==> config.mk <==
export PLATFORM = sky130hd
export DESIGN_NAME = hazard_control_unit_flat
export DESIGN_NICKNAME = d
export VERILOG_FILES = /design/src/rtl/pipe_pkg.sv /design/src/rtl/hazard_control_unit_if.sv /design/src/rtl/hazard_miss_fsm.sv /design/src/rtl/hazard_control_unit.sv /design/src/flat_wrapper.sv
export SDC_FILE = /design/constraint.sdc
export NUM_CORES = 1
export LEC_CHECK = 0
export ABC_AREA = 1
export CORE_MARGIN = 1
export CORE_UTILIZATION = 42
export CTS_BUF_LIST = sky130_fd_sc_hd__clkbuf_2
export CTS_CLUSTER_SIZE = 40
export DETAILED_ROUTE_END_ITERATION = 10
export HOLD_SLACK_MARGIN = 0.08
export PLACE_DENSITY = 0.89
export SLEW_MARGIN = 5
export SYNTH_ARGS = -nofsm -noshare
export SYNTH_HDL_FRONTEND = slang
export SYNTH_HIERARCHICAL = 1
export SYNTH_SLANG_ARGS = --single-unit
==> constraint.sdc <==
create_clock -name clk -period 1.48 [get_ports clk]
set_clock_uncertainty 0.15 [all_clocks]
set_input_delay 0.296 -clock clk [delete_from_list [all_inputs] [get_ports clk]]
set_output_delay 0.296 -clock clk [all_outputs]
set_load 0.01 [all_outputs]
==> src/rtl/pipe_pkg.sv <==
// pipe_pkg: definitions shared by the pipeline hazard logic.
// Holds the register-index width, the hard-wired zero register, and the
// miss-handling state enumeration used by hazard_miss_fsm and its parent.
package pipe_pkg;

    localparam int REG_W = 4;
    localparam logic [REG_W-1:0] ZERO_REG = '0;

    typedef enum logic [1:0] {
        RUN          = 2'd0,
        DMISS        = 2'd1,
        IMISS        = 2'd2,
        DMISS_THEN_I = 2'd3
    } haz_state_e;

    // Register 0 is hard-wired, so it never produces a dependence.
    function automatic logic reg_match(input logic [REG_W-1:0] dst,
                                       input logic [REG_W-1:0] src);
        return (dst == src) && (dst != ZERO_REG);
    endfunction

endpackage

==> src/rtl/hazard_control_unit_if.sv <==
// hazard_control_unit_if: bundle of pipeline status inputs and stall/flush
// controls exchanged between the pipeline and hazard_control_unit.
//   slave  modport : the hazard unit (reads status, drives controls)
//   master modport : the pipeline side (drives status, reads controls)
// With HAZ_PERF_CNT_EN defined the bundle also carries the CNT_W-bit
// performance counters cnt_load_use, cnt_branch_stall, cnt_miss_cycles.
interface hazard_control_unit_if #(
    parameter int CNT_W = 16
);
    import pipe_pkg::*;

    logic [REG_W-1:0] if_id_rs;
    logic [REG_W-1:0] if_id_rt;
    logic             if_id_uses_rt;
    logic             if_id_branch;
    logic             branch_taken;
    logic [REG_W-1:0] id_ex_rd;
    logic             id_ex_write_reg;
    logic             id_ex_mem_read;
    logic [REG_W-1:0] ex_mem_rd;
    logic             ex_mem_mem_read;
    logic             icache_miss;
    logic             dcache_miss;
    logic             mem_ready;
    logic             pc_write;
    logic             if_id_write;
    logic             if_id_flush;
    logic             id_ex_bubble;
    logic             pipe_hold;
    logic             err_timeout;
`ifdef HAZ_PERF_CNT_EN
    logic [CNT_W-1:0] cnt_load_use;
    logic [CNT_W-1:0] cnt_branch_stall;
    logic [CNT_W-1:0] cnt_miss_cycles;
`endif

    modport slave (
        input  if_id_rs, if_id_rt, if_id_uses_rt, if_id_branch, branch_taken,
        input  id_ex_rd, id_ex_write_reg, id_ex_mem_read,
        input  ex_mem_rd, ex_mem_mem_read,
        input  icache_miss, dcache_miss, mem_ready,
        output pc_write, if_id_write, if_id_flush, id_ex_bubble, pipe_hold,
        output err_timeout
`ifdef HAZ_PERF_CNT_EN
        , output cnt_load_use, cnt_branch_stall, cnt_miss_cycles
`endif
    );

    modport master (
        output if_id_rs, if_id_rt, if_id_uses_rt, if_id_branch, branch_taken,
        output id_ex_rd, id_ex_write_reg, id_ex_mem_read,
        output ex_mem_rd, ex_mem_mem_read,
        output icache_miss, dcache_miss, mem_ready,
        input  pc_write, if_id_write, if_id_flush, id_ex_bubble, pipe_hold,
        input  err_timeout
`ifdef HAZ_PERF_CNT_EN
        , input cnt_load_use, cnt_branch_stall, cnt_miss_cycles
`endif
    );

endinterface

==> src/rtl/hazard_miss_fsm.sv <==
// hazard_miss_fsm: sequences I/D-cache miss handling and watches for refills
// that never arrive.
//   clk, rst_n               : clock, async active-low reset
//   icache_miss, dcache_miss : level miss indications
//   mem_ready                : one-cycle refill-complete pulse
//   state                    : current miss-handling state
//   err_timeout              : sticky, a miss waited MISS_TIMEOUT cycles
module hazard_miss_fsm
    import pipe_pkg::*;
#(
    parameter int MISS_TIMEOUT = 64
) (
    input  logic       clk,
    input  logic       rst_n,
    input  logic       icache_miss,
    input  logic       dcache_miss,
    input  logic       mem_ready,
    output haz_state_e state,
    output logic       err_timeout
);

    localparam int CW = $clog2(MISS_TIMEOUT + 1);
    localparam logic [CW-1:0] LIMIT    = CW'(MISS_TIMEOUT);
    localparam logic [CW-1:0] LIMIT_M1 = CW'(MISS_TIMEOUT - 1);

    haz_state_e    state_next;
    logic [CW-1:0] wait_cnt;

    // The D-miss is always served before a pending I-miss, so a pair of
    // simultaneous misses is split into two refills in a fixed order.
    always_comb begin
        state_next = state;
        case (state)
            RUN: begin
                if (dcache_miss && icache_miss) state_next = DMISS_THEN_I;
                else if (dcache_miss)           state_next = DMISS;
                else if (icache_miss)           state_next = IMISS;
            end
            DMISS:        if (mem_ready) state_next = icache_miss ? IMISS : RUN;
            DMISS_THEN_I: if (mem_ready) state_next = IMISS;
            IMISS:        if (mem_ready) state_next = RUN;
            default:      state_next = RUN;
        endcase
    end

    // The wait counter restarts on every state change so each refill gets
    // its own budget; it saturates at the limit, while the FSM keeps waiting.
    always_ff @(posedge clk or negedge rst_n) begin
        if (!rst_n) begin
            state       <= RUN;
            wait_cnt    <= '0;
            err_timeout <= 1'b0;
        end else begin
            state <= state_next;
            if (state_next != state) begin
                wait_cnt <= '0;
            end else if (state != RUN && wait_cnt != LIMIT) begin
                wait_cnt <= wait_cnt + 1'b1;
            end
            if (state != RUN && state_next == state && wait_cnt == LIMIT_M1) begin
                err_timeout <= 1'b1;
            end
        end
    end

endmodule

==> src/rtl/hazard_control_unit.sv <==
// hazard_control_unit: stall/flush generator for the 5-stage pipeline,
// covering load-use, ID-stage branch dependences and cache-miss stalls.
//   clk, rst_n : clock, async active-low reset
//   bus        : hazard_control_unit_if.slave (status in, controls out)
// Optional feature macro: HAZ_PERF_CNT_EN adds saturating CNT_W-bit
// counters for load-use stalls, branch stalls and miss cycles.
module hazard_control_unit
    import pipe_pkg::*;
#(
    parameter int MISS_TIMEOUT = 64,
    parameter int CNT_W        = 16
) (
    input logic                   clk,
    input logic                   rst_n,
    hazard_control_unit_if.slave  bus
);

    haz_state_e state;
    logic       err_timeout;
    logic       load_use;
    logic       br_dep;
    logic       d_hold;
    logic       i_stall;

    hazard_miss_fsm #(.MISS_TIMEOUT(MISS_TIMEOUT)) u_miss_fsm (
        .clk         (clk),
        .rst_n       (rst_n),
        .icache_miss (bus.icache_miss),
        .dcache_miss (bus.dcache_miss),
        .mem_ready   (bus.mem_ready),
        .state       (state),
        .err_timeout (err_timeout)
    );

    // A branch on a load in EX stalls twice: once on the id_ex term, then
    // again on the ex_mem term once the load has moved to MEM.
    always_comb begin
        load_use = bus.id_ex_mem_read &&
                   (reg_match(bus.id_ex_rd, bus.if_id_rs) ||
                    (bus.if_id_uses_rt && reg_match(bus.id_ex_rd, bus.if_id_rt)));
        br_dep   = bus.if_id_branch &&
                   ((bus.id_ex_write_reg && reg_match(bus.id_ex_rd, bus.if_id_rs)) ||
                    (bus.ex_mem_mem_read && reg_match(bus.ex_mem_rd, bus.if_id_rs)));
        d_hold   = (state == DMISS) || (state == DMISS_THEN_I) ||
                   (state == RUN && bus.dcache_miss);
        i_stall  = (state == IMISS) || (state == RUN && bus.icache_miss);
    end

    // Causes are ranked D-miss, I-miss, data dependence; a taken branch is
    // only acted on once nothing is stalling the front end.
    always_comb begin
        bus.pc_write     = 1'b1;
        bus.if_id_write  = 1'b1;
        bus.if_id_flush  = 1'b0;
        bus.id_ex_bubble = 1'b0;
        bus.pipe_hold    = 1'b0;
        if (d_hold) begin
            bus.pipe_hold   = 1'b1;
            bus.pc_write    = 1'b0;
            bus.if_id_write = 1'b0;
        end else if (i_stall || load_use || br_dep) begin
            bus.pc_write     = 1'b0;
            bus.if_id_write  = 1'b0;
            bus.id_ex_bubble = 1'b1;
        end else begin
            bus.if_id_flush = bus.branch_taken;
        end
        bus.err_timeout = err_timeout;
    end

`ifdef HAZ_PERF_CNT_EN
    logic [CNT_W-1:0] cnt_lu;
    logic [CNT_W-1:0] cnt_br;
    logic [CNT_W-1:0] cnt_miss;

    // Only the cause that actually wins priority in a cycle is counted.
    always_ff @(posedge clk or negedge rst_n) begin
        if (!rst_n) begin
            cnt_lu   <= '0;
            cnt_br   <= '0;
            cnt_miss <= '0;
        end else begin
            if ((d_hold || i_stall) && cnt_miss != '1) begin
                cnt_miss <= cnt_miss + 1'b1;
            end else if (!(d_hold || i_stall) && load_use && cnt_lu != '1) begin
                cnt_lu <= cnt_lu + 1'b1;
            end else if (!(d_hold || i_stall) && !load_use && br_dep && cnt_br != '1) begin
                cnt_br <= cnt_br + 1'b1;
            end
        end
    end

    always_comb begin
        bus.cnt_load_use     = cnt_lu;
        bus.cnt_branch_stall = cnt_br;
        bus.cnt_miss_cycles  = cnt_miss;
    end
`endif

endmodule

==> src/flat_wrapper.sv <==
// flat-port wrapper written by rule: the top's interface ports become plain ports
module hazard_control_unit_flat import pipe_pkg::*;
#(
    parameter int MISS_TIMEOUT = 64,
    parameter int CNT_W        = 16
)
  (clk, rst_n, bus_if_id_rs, bus_if_id_rt, bus_if_id_uses_rt, bus_if_id_branch, bus_branch_taken, bus_id_ex_rd, bus_id_ex_write_reg, bus_id_ex_mem_read, bus_ex_mem_rd, bus_ex_mem_mem_read, bus_icache_miss, bus_dcache_miss, bus_mem_ready, bus_pc_write, bus_if_id_write, bus_if_id_flush, bus_id_ex_bubble, bus_pipe_hold, bus_err_timeout);
  hazard_control_unit_if #(.CNT_W(CNT_W)) bus_i ();
  input logic clk;
  input logic rst_n;
  input wire logic [$bits(bus_i.if_id_rs)-1:0] bus_if_id_rs;
  input wire logic [$bits(bus_i.if_id_rt)-1:0] bus_if_id_rt;
  input wire logic [$bits(bus_i.if_id_uses_rt)-1:0] bus_if_id_uses_rt;
  input wire logic [$bits(bus_i.if_id_branch)-1:0] bus_if_id_branch;
  input wire logic [$bits(bus_i.branch_taken)-1:0] bus_branch_taken;
  input wire logic [$bits(bus_i.id_ex_rd)-1:0] bus_id_ex_rd;
  input wire logic [$bits(bus_i.id_ex_write_reg)-1:0] bus_id_ex_write_reg;
  input wire logic [$bits(bus_i.id_ex_mem_read)-1:0] bus_id_ex_mem_read;
  input wire logic [$bits(bus_i.ex_mem_rd)-1:0] bus_ex_mem_rd;
  input wire logic [$bits(bus_i.ex_mem_mem_read)-1:0] bus_ex_mem_mem_read;
  input wire logic [$bits(bus_i.icache_miss)-1:0] bus_icache_miss;
  input wire logic [$bits(bus_i.dcache_miss)-1:0] bus_dcache_miss;
  input wire logic [$bits(bus_i.mem_ready)-1:0] bus_mem_ready;
  output wire logic [$bits(bus_i.pc_write)-1:0] bus_pc_write;
  output wire logic [$bits(bus_i.if_id_write)-1:0] bus_if_id_write;
  output wire logic [$bits(bus_i.if_id_flush)-1:0] bus_if_id_flush;
  output wire logic [$bits(bus_i.id_ex_bubble)-1:0] bus_id_ex_bubble;
  output wire logic [$bits(bus_i.pipe_hold)-1:0] bus_pipe_hold;
  output wire logic [$bits(bus_i.err_timeout)-1:0] bus_err_timeout;
  assign bus_i.if_id_rs = bus_if_id_rs;
  assign bus_i.if_id_rt = bus_if_id_rt;
  assign bus_i.if_id_uses_rt = bus_if_id_uses_rt;
  assign bus_i.if_id_branch = bus_if_id_branch;
  assign bus_i.branch_taken = bus_branch_taken;
  assign bus_i.id_ex_rd = bus_id_ex_rd;
  assign bus_i.id_ex_write_reg = bus_id_ex_write_reg;
  assign bus_i.id_ex_mem_read = bus_id_ex_mem_read;
  assign bus_i.ex_mem_rd = bus_ex_mem_rd;
  assign bus_i.ex_mem_mem_read = bus_ex_mem_mem_read;
  assign bus_i.icache_miss = bus_icache_miss;
  assign bus_i.dcache_miss = bus_dcache_miss;
  assign bus_i.mem_ready = bus_mem_ready;
  assign bus_pc_write = bus_i.pc_write;
  assign bus_if_id_write = bus_i.if_id_write;
  assign bus_if_id_flush = bus_i.if_id_flush;
  assign bus_id_ex_bubble = bus_i.id_ex_bubble;
  assign bus_pipe_hold = bus_i.pipe_hold;
  assign bus_err_timeout = bus_i.err_timeout;
  hazard_control_unit #(.MISS_TIMEOUT(MISS_TIMEOUT), .CNT_W(CNT_W)) u_core (.clk(clk), .rst_n(rst_n), .bus(bus_i));
endmodule
==> flow_summary.toml, run 1 <==
[global_routing]
grt_pass1_wl_mm = 4.595
grt_usage = 0.2477
grt_overflow_total = 0
grt_pass1_vias = 1084
gr-usage-met3 = 0.03086
grt_max_degree = 11
use_met2 = 0.4662
antenna_found_initial = 0
busiest_layer = "met2"
use_met1 = 0.2642

[pwr]
power_leakage_nw = 0.7998
irDropWorstVdd_uv = 998.5
p_per_area_mw_per_mm2 = 1231

[setup_path]
r2r_start = "u_core/u_miss_fsm/state[1]"
worstSetupStartpointType = "register"
crit_end = "bus_if_id_write"
required_ps = 1030
cp_data_arrival_time_ps = 1300
crit_slowest_cell = "dfrtp_1"
cp_max_fo = 3
r2r_cells = 7
startpoint = "u_core/u_miss_fsm/state[1]"
critical_path_class = "reg2out"
slowest_delay_ps = 410
endpoint_kind = "primary output"
r2r_slack_ps = -120
timing.rr.end = "u_core/u_miss_fsm/wait_cnt[1]"
worstPathCellList = "nor2_2 -> nor2_2 -> a21oi_4 -> nand2_1 -> nor2_2 -> buf_2"
path_common_cell = "nor2_2"

[routing]
routed_wl_mm = 2.964
dr_total_vias = 1144
wire_per_inst_um = 12.78
first_pass_iters = 4
vias_per_cell = 4.931
ant_nets = 0
first_iter_violations = 32
drc = 0

[clock_tree]
path_clk_slew_ps = 100
tritoncts = "built"
clock-sinks = 10
hold_buffers = 0
htree_levels = 1
clk_latency_ps = 250
clk_path_buf_depth = 2
cts_root_buffer = "clkbuf_2"
cts_buffers = 3

[logic_synthesis]
synthTopCellsByArea = "dfrtp_1, nand2_1, inv_1"
syn_inst = 158
synth_area_um2 = 965.9
synth_nets = 187
yosysWarnings = 6
netlist.area_leader.share = 0.2591
yosys.area.top_type = "dfrtp_1"
synth-seq-cells = 10
synth-seq-area-share = 0.2591
synth_cell_types = 21
syn_avg_cell_area_um2 = 6.113

[timing]
layout_setup_ws_ps = -264.8
drv_slew = 0
finalHoldViolations = 0
post-route-period-util = 1.179
fin_crit_ps = 1745
slew_headroom = 0.6807
setup_viol = 13
rsz0062_at_grt = "yes"
worstMarginPinSlew_ps = 477.5
max_freq_mhz = 573.1

[die]
die_area_mm2 = 0.002496
dieHeight_um = 49.96
start_util = 0.4684
pin_count = 33
core_mm2 = 0.002062
core.rowCount = 16
chipWidth_um = 49.96

[final_layout]
antennaDiodeCount = 0
fill_cells = 166
postLayoutCoreUtil = 0.7166
area_growth_syn_to_layout_pct = 52.98
drive_above_1_share = 0.4293
nNetsFinal = 236

[placement]
routabilityCongestion = 0.8727
port_buffers = 32
dp_slack_ps = -1079
hpwlAfterDp_mm = 1.907

[worst_hold_path]
min_path_type = "in2async"

[status]
status = "finished, violations left"
violations = "negative setup slack"

[run]
maxCapViolCount = 0
-- area by class of cell --
type / instances / area, um^2 / share of cell area
inverters: 28 / 110.1 / 0.07451
multi-input cells: 118 / 705.7 / 0.4776
repair buffers: 46 / 362.8 / 0.2456
well taps: 27 / 33.78 / 0.02286
clock buffers: 3 / 15.01 / 0.01016
flip-flops and latches: 10 / 250.2 / 0.1693
-- metal layers --
metal	vias to the layer above	part of all wire
li1	578	-
met1	521	0.42
met2	35	0.52
met3	10	0.033
met4	0	0.025
met5	-	0
-- cell families (layout without fill, tap and decap cells) --
family,after synthesis,count (layout),share of synthesized area
AOI/OAI and AO/OA,10,10,0.06995
buffers and inverters,31,77,0.1399
DFF,10,10,0.2591
xor gates and xnor gates,4,4,0.03627
and+or+nand+nor,101,102,0.4689
adders and majority gates,2,2,0.02590
-- worst max-delay path: cells and delay by family, from the launching register on --
kind	cells	cell delay, ps
AOI/OAI and AO/OA	1	150
buffers and inverters	1	140
DFF	1	410
and+or+nand+nor	4	360
-- cells in the final DEF (no fill, tap or decap) --
cell type        instances
o21ai_0                  1
nand3_1                  8
nor2_2                  10
ha_4                     1
inv_2                   12
clkbuf_2                 3
buf_2                   14
o21ai_2                  1
nand4_1                  3
nand2_4                  2
nor2_1                  10
a21oi_2                  2
dlygate4sd2_1            6
o21bai_1                 1
a21oi_1                  1
a21oi_4                  1
ha_1                     1
inv_1                   15
nand2_1                 47
a21o_2                   1
buf_4                   13
nand3b_1                 2
nand2_2                  7
clkdlybuf4s50_1          5
nor2_4                   6
nand3_2                  7
clkdlybuf4s15_1          1
buf_8                    1
buf_6                    5
xor2_1                   4
o21ai_1                  2
dfrtp_1                 10
inv_6                    1
clkdlybuf4s15_2          1
-- cells in the mapped netlist, drive strengths merged --
library cell / count
o21bai: 1
a21o: 1
buf: 3
a21oi: 4
dfrtp: 10
nand3b: 2
ha: 2
xor2: 4
inv: 28
nand4: 3
nor2: 25
nand3: 15
o21ai: 4
nand2: 56
-- power by group --
part | leakage (nW) | internal, mW | switching [mW] | total (mW)
clock network | 0.0125 | 0.0553 | 0.0876 | 0.143
registers | 0.135 | 0.328 | 0.0659 | 0.394
logic | 0.653 | 0.553 | 0.729 | 1.28
-- stage by stage --
step | power (mW) | TNS, ps | hold WS, ps | cells | instance area [um^2]
2_1_floorplan | 0.9207 | -110.4 | -149.6 | 158 | 968.4
3_3_place_gp | 1.241 | -5988 | 294.2 | 221 | 1345
3_5_place_dp | 1.275 | -6261 | 306.9 | 221 | 1345
4_1_cts | 1.630 | -986.4 | 217.7 | 230 | 1405
5_1_grt | 1.952 | -2657 | 223.2 | 232 | 1478
6_report | 1.819 | -1835 | 206.8 | 232 | 1478
-- sequential cells by signal, indices dropped and copies added, names as in the netlist --
signal and flops:
u_core/u_miss_fsm/err_timeout 1, u_core/u_miss_fsm/state 2, u_core/u_miss_fsm/wait_cnt 7
-- worst min path at each step --
stage / cells past startpoint / start / slack [ps] / end
finish: 1 / rst_n / 210 / u_core/u_miss_fsm/wait_cnt[3]
global route: 1 / rst_n / 220 / u_core/u_miss_fsm/wait_cnt[3]
CTS: 1 / rst_n / 220 / u_core/u_miss_fsm/wait_cnt[2]
detailed placement: 1 / u_core/u_miss_fsm/err_timeout / 310 / u_core/u_miss_fsm/err_timeout
global placement: 1 / u_core/u_miss_fsm/err_timeout / 290 / u_core/u_miss_fsm/err_timeout
floorplan: 0 / rst_n / -150 / u_core/u_miss_fsm/err_timeout
-- repair_timing --
| item | 4_1_cts | 5_1_grt |
|---|---|---|
| endpoints found under the setup margin | 12 | 13 |
| cloned | 1 | 0 |
| resized for setup | 126 | 17 |
| setup buffers | 5 | 2 |
| pin swaps | 38 | 11 |
Power figures use the tool's default switching activity.
==> run 2, diff against run 1 <==
- REMOVE_ABC_BUFFERS: default -> 1
==> run 2 against run 1 <==
The flow still finishes with violations (negative setup slack); first-iteration DRC count is 31% higher; global-route usage up 1.5 points; cell area increased by 3.7%; die area stayed put; register-to-register slack better by 60 ps; combinational power barely moved; wire length increased by 2.6%; sequential share of layout area fell by 0.61 points; total power increased by 0.81%; non-clock buffer count rose by 7; critical endpoint unchanged; largest cell class unchanged; highest routed layer unchanged.
==> flow_summary.toml, run 2 (synthesized netlist as in run 1, its figures left out) <==
[status]
status = "finished, violations left"
violations = "negative setup slack"

[timing]
worstMarginPinSlew_ps = 462.5
whs_ps = 203.1
drv_slew = 0
setup_viol = 13
layout_setup_ws_ps = -338.4
fin_crit_ps = 1818
max_freq_mhz = 549.9
finalHoldViolations = 0
rsz0062_at_grt = "yes"
post-route-period-util = 1.229
slew_headroom = 0.6907

[final_layout]
regMostFlops = "u_core/u_miss_fsm/wait_cnt"
postLayoutCoreUtil = 0.7433
reg_top3 = "u_core/u_miss_fsm/wait_cnt x7, u_core/u_miss_fsm/state x2, u_core/u_miss_fsm/err_timeout x1"
drive_above_1_share = 0.4265
area_growth_syn_to_layout_pct = 58.68
final_common_cell = "nand2_1"
multi_input_area_um2 = 674.4
largest_reg_flops = 7
instances_no_fill = 238
nNetsFinal = 242
final_cell_mix = "nand2_1, inv_1, buf_4, buf_2"
ff_latch_area_um2 = 250.2
antennaDiodeCount = 0
fill_cells = 146

[global_routing]
grt_usage = 0.2628
grt_max_degree = 11
grt_overflow_total = 0
grt_pass1_wl_mm = 4.988
grt_pass1_vias = 1220
antenna_found_initial = 0

[routing]
first_iter_violations = 42
first_pass_iters = 4
vias_per_cell = 5.050
drc = 0
wire_per_inst_um = 12.78
dr_total_vias = 1202
ant_nets = 0
routed_wl_mm = 3.041

[clock_tree]
path_clk_slew_ps = 90
cts_buffers = 3
htree_levels = 1
tritoncts = "built"
hold_buffers = 0
clk_latency_ps = 250
clock-sinks = 10
clk_path_buf_depth = 2
cts_root_buffer = "clkbuf_2"

[setup_path]
path_common_cell = "nand2_1"
worstPathCellList = "clkdlybuf4s15_2 -> nand2_1 -> nand2_1 -> nor2_2 -> nand3_2 -> nand2_2 -> a21oi_4 -> nand2_1 -> nor2_2 -> buf_2"
slowest_delay_ps = 190
cp_max_fo = 3
cp_data_arrival_time_ps = 1370
required_ps = 1030
critical_path_class = "in2out"
crit_family = "simple AND/OR/NAND/NOR gates"
worstSetupStartpointType = "input port"
crit_slowest_cell = "clkdlybuf4s15_2"
cp_num_buf_inv = 2
endpoint_kind = "primary output"

[pwr]
power_leakage_nw = 0.8382
irDropWorstVdd_uv = 1051
p_int_mw = 1.019
power_frac_comb = 0.713
power_mw = 1.834
pwr-share-seq = 0.207
p_sw_mw = 0.8147
p_per_area_mw_per_mm2 = 1196
clkPwrFrac = 0.080
swShare = 0.4443

[run]
maxCapViolCount = 0

[placement]
dp_slack_ps = -1084
port_buffers = 32
hpwlAfterDp_mm = 2.052
routabilityCongestion = 0.7719
dpl.cell_count = 227

[die]
die_area_mm2 = 0.002496
dieHeight_um = 49.96
chipWidth_um = 49.96
core_mm2 = 0.002062
start_util = 0.4684
pin_count = 33
core.rowCount = 16

[worst_hold_path]
min_path_type = "in2async"
run 2: worst register-to-register path: cells and delay by family (launching register included):
kind / cells / cell delay [ps]
flops: 1 / 390
buf+inv: 3 / 380
compound gates: 1 / 170
simple gates: 4 / 360
run 2: layout make-up:
cell class / instances / share of cell area
Timing Repair Buffer: 53 / 0.2931
Tap cell: 27 / 0.02204
Multi-Input combinational cell: 117 / 0.4400
Clock buffer: 3 / 0.009796
Inverter: 28 / 0.07184
Sequential cell: 10 / 0.1633
run 2: path summary, 6_finish.rpt:
path / end / slack (ps) / start / depth (start not counted)
max: bus_if_id_write / -340 / bus_if_id_rt[0] / 10
min: u_core/u_miss_fsm/wait_cnt[2] / 200 / rst_n / 1
max reg2reg: u_core/u_miss_fsm/err_timeout / -60 / u_core/u_miss_fsm/state[1] / 8
min reg2reg: u_core/u_miss_fsm/err_timeout / 320 / u_core/u_miss_fsm/err_timeout / 1
max in group asynchronous: u_core/u_miss_fsm/wait_cnt[4] / 660 / rst_n / 1
min in group clk: u_core/u_miss_fsm/err_timeout / 320 / u_core/u_miss_fsm/err_timeout / 1
run 2: per-layer routing:
metal / track usage / vias up / part of all wire
met1: 0.2571 / 550 / 0.38
met4: 0.1095 / 0 / 0.027
met3: 0.05247 / 10 / 0.048
met2: 0.5203 / 53 / 0.55
met5: 0 / - / 0
li1: - / 589 / -
run 2: through the flow:
| stage | setup TNS [ps] | instance area [um^2] |
|---|---|---|
| 2_1_floorplan | -191.4 | 935.9 |
| 5_1_grt | -2494 | 1533 |
| 4_1_cts | -1373 | 1475 |
| 3_3_place_gp | -5677 | 1388 |
| 3_5_place_dp | -6096 | 1388 |
| 6_report | -1814 | 1533 |
run 2: power by group through the flow:
stage	clock network (mW)	registers, mW	logic [mW]
2_1_floorplan	0	0.397	0.459
3_3_place_gp	0	0.389	0.978
3_5_place_dp	0	0.395	1.00
4_1_cts	0.149	0.383	1.16
5_1_grt	0.163	0.388	1.40
6_report	0.146	0.380	1.31
run 2: repair_timing:
action | in CTS | in global routing
pin swaps | 38 | 16
resized for setup | 125 | 16
setup buffers | 6 | 2
setup endpoints to repair | 13 | 13
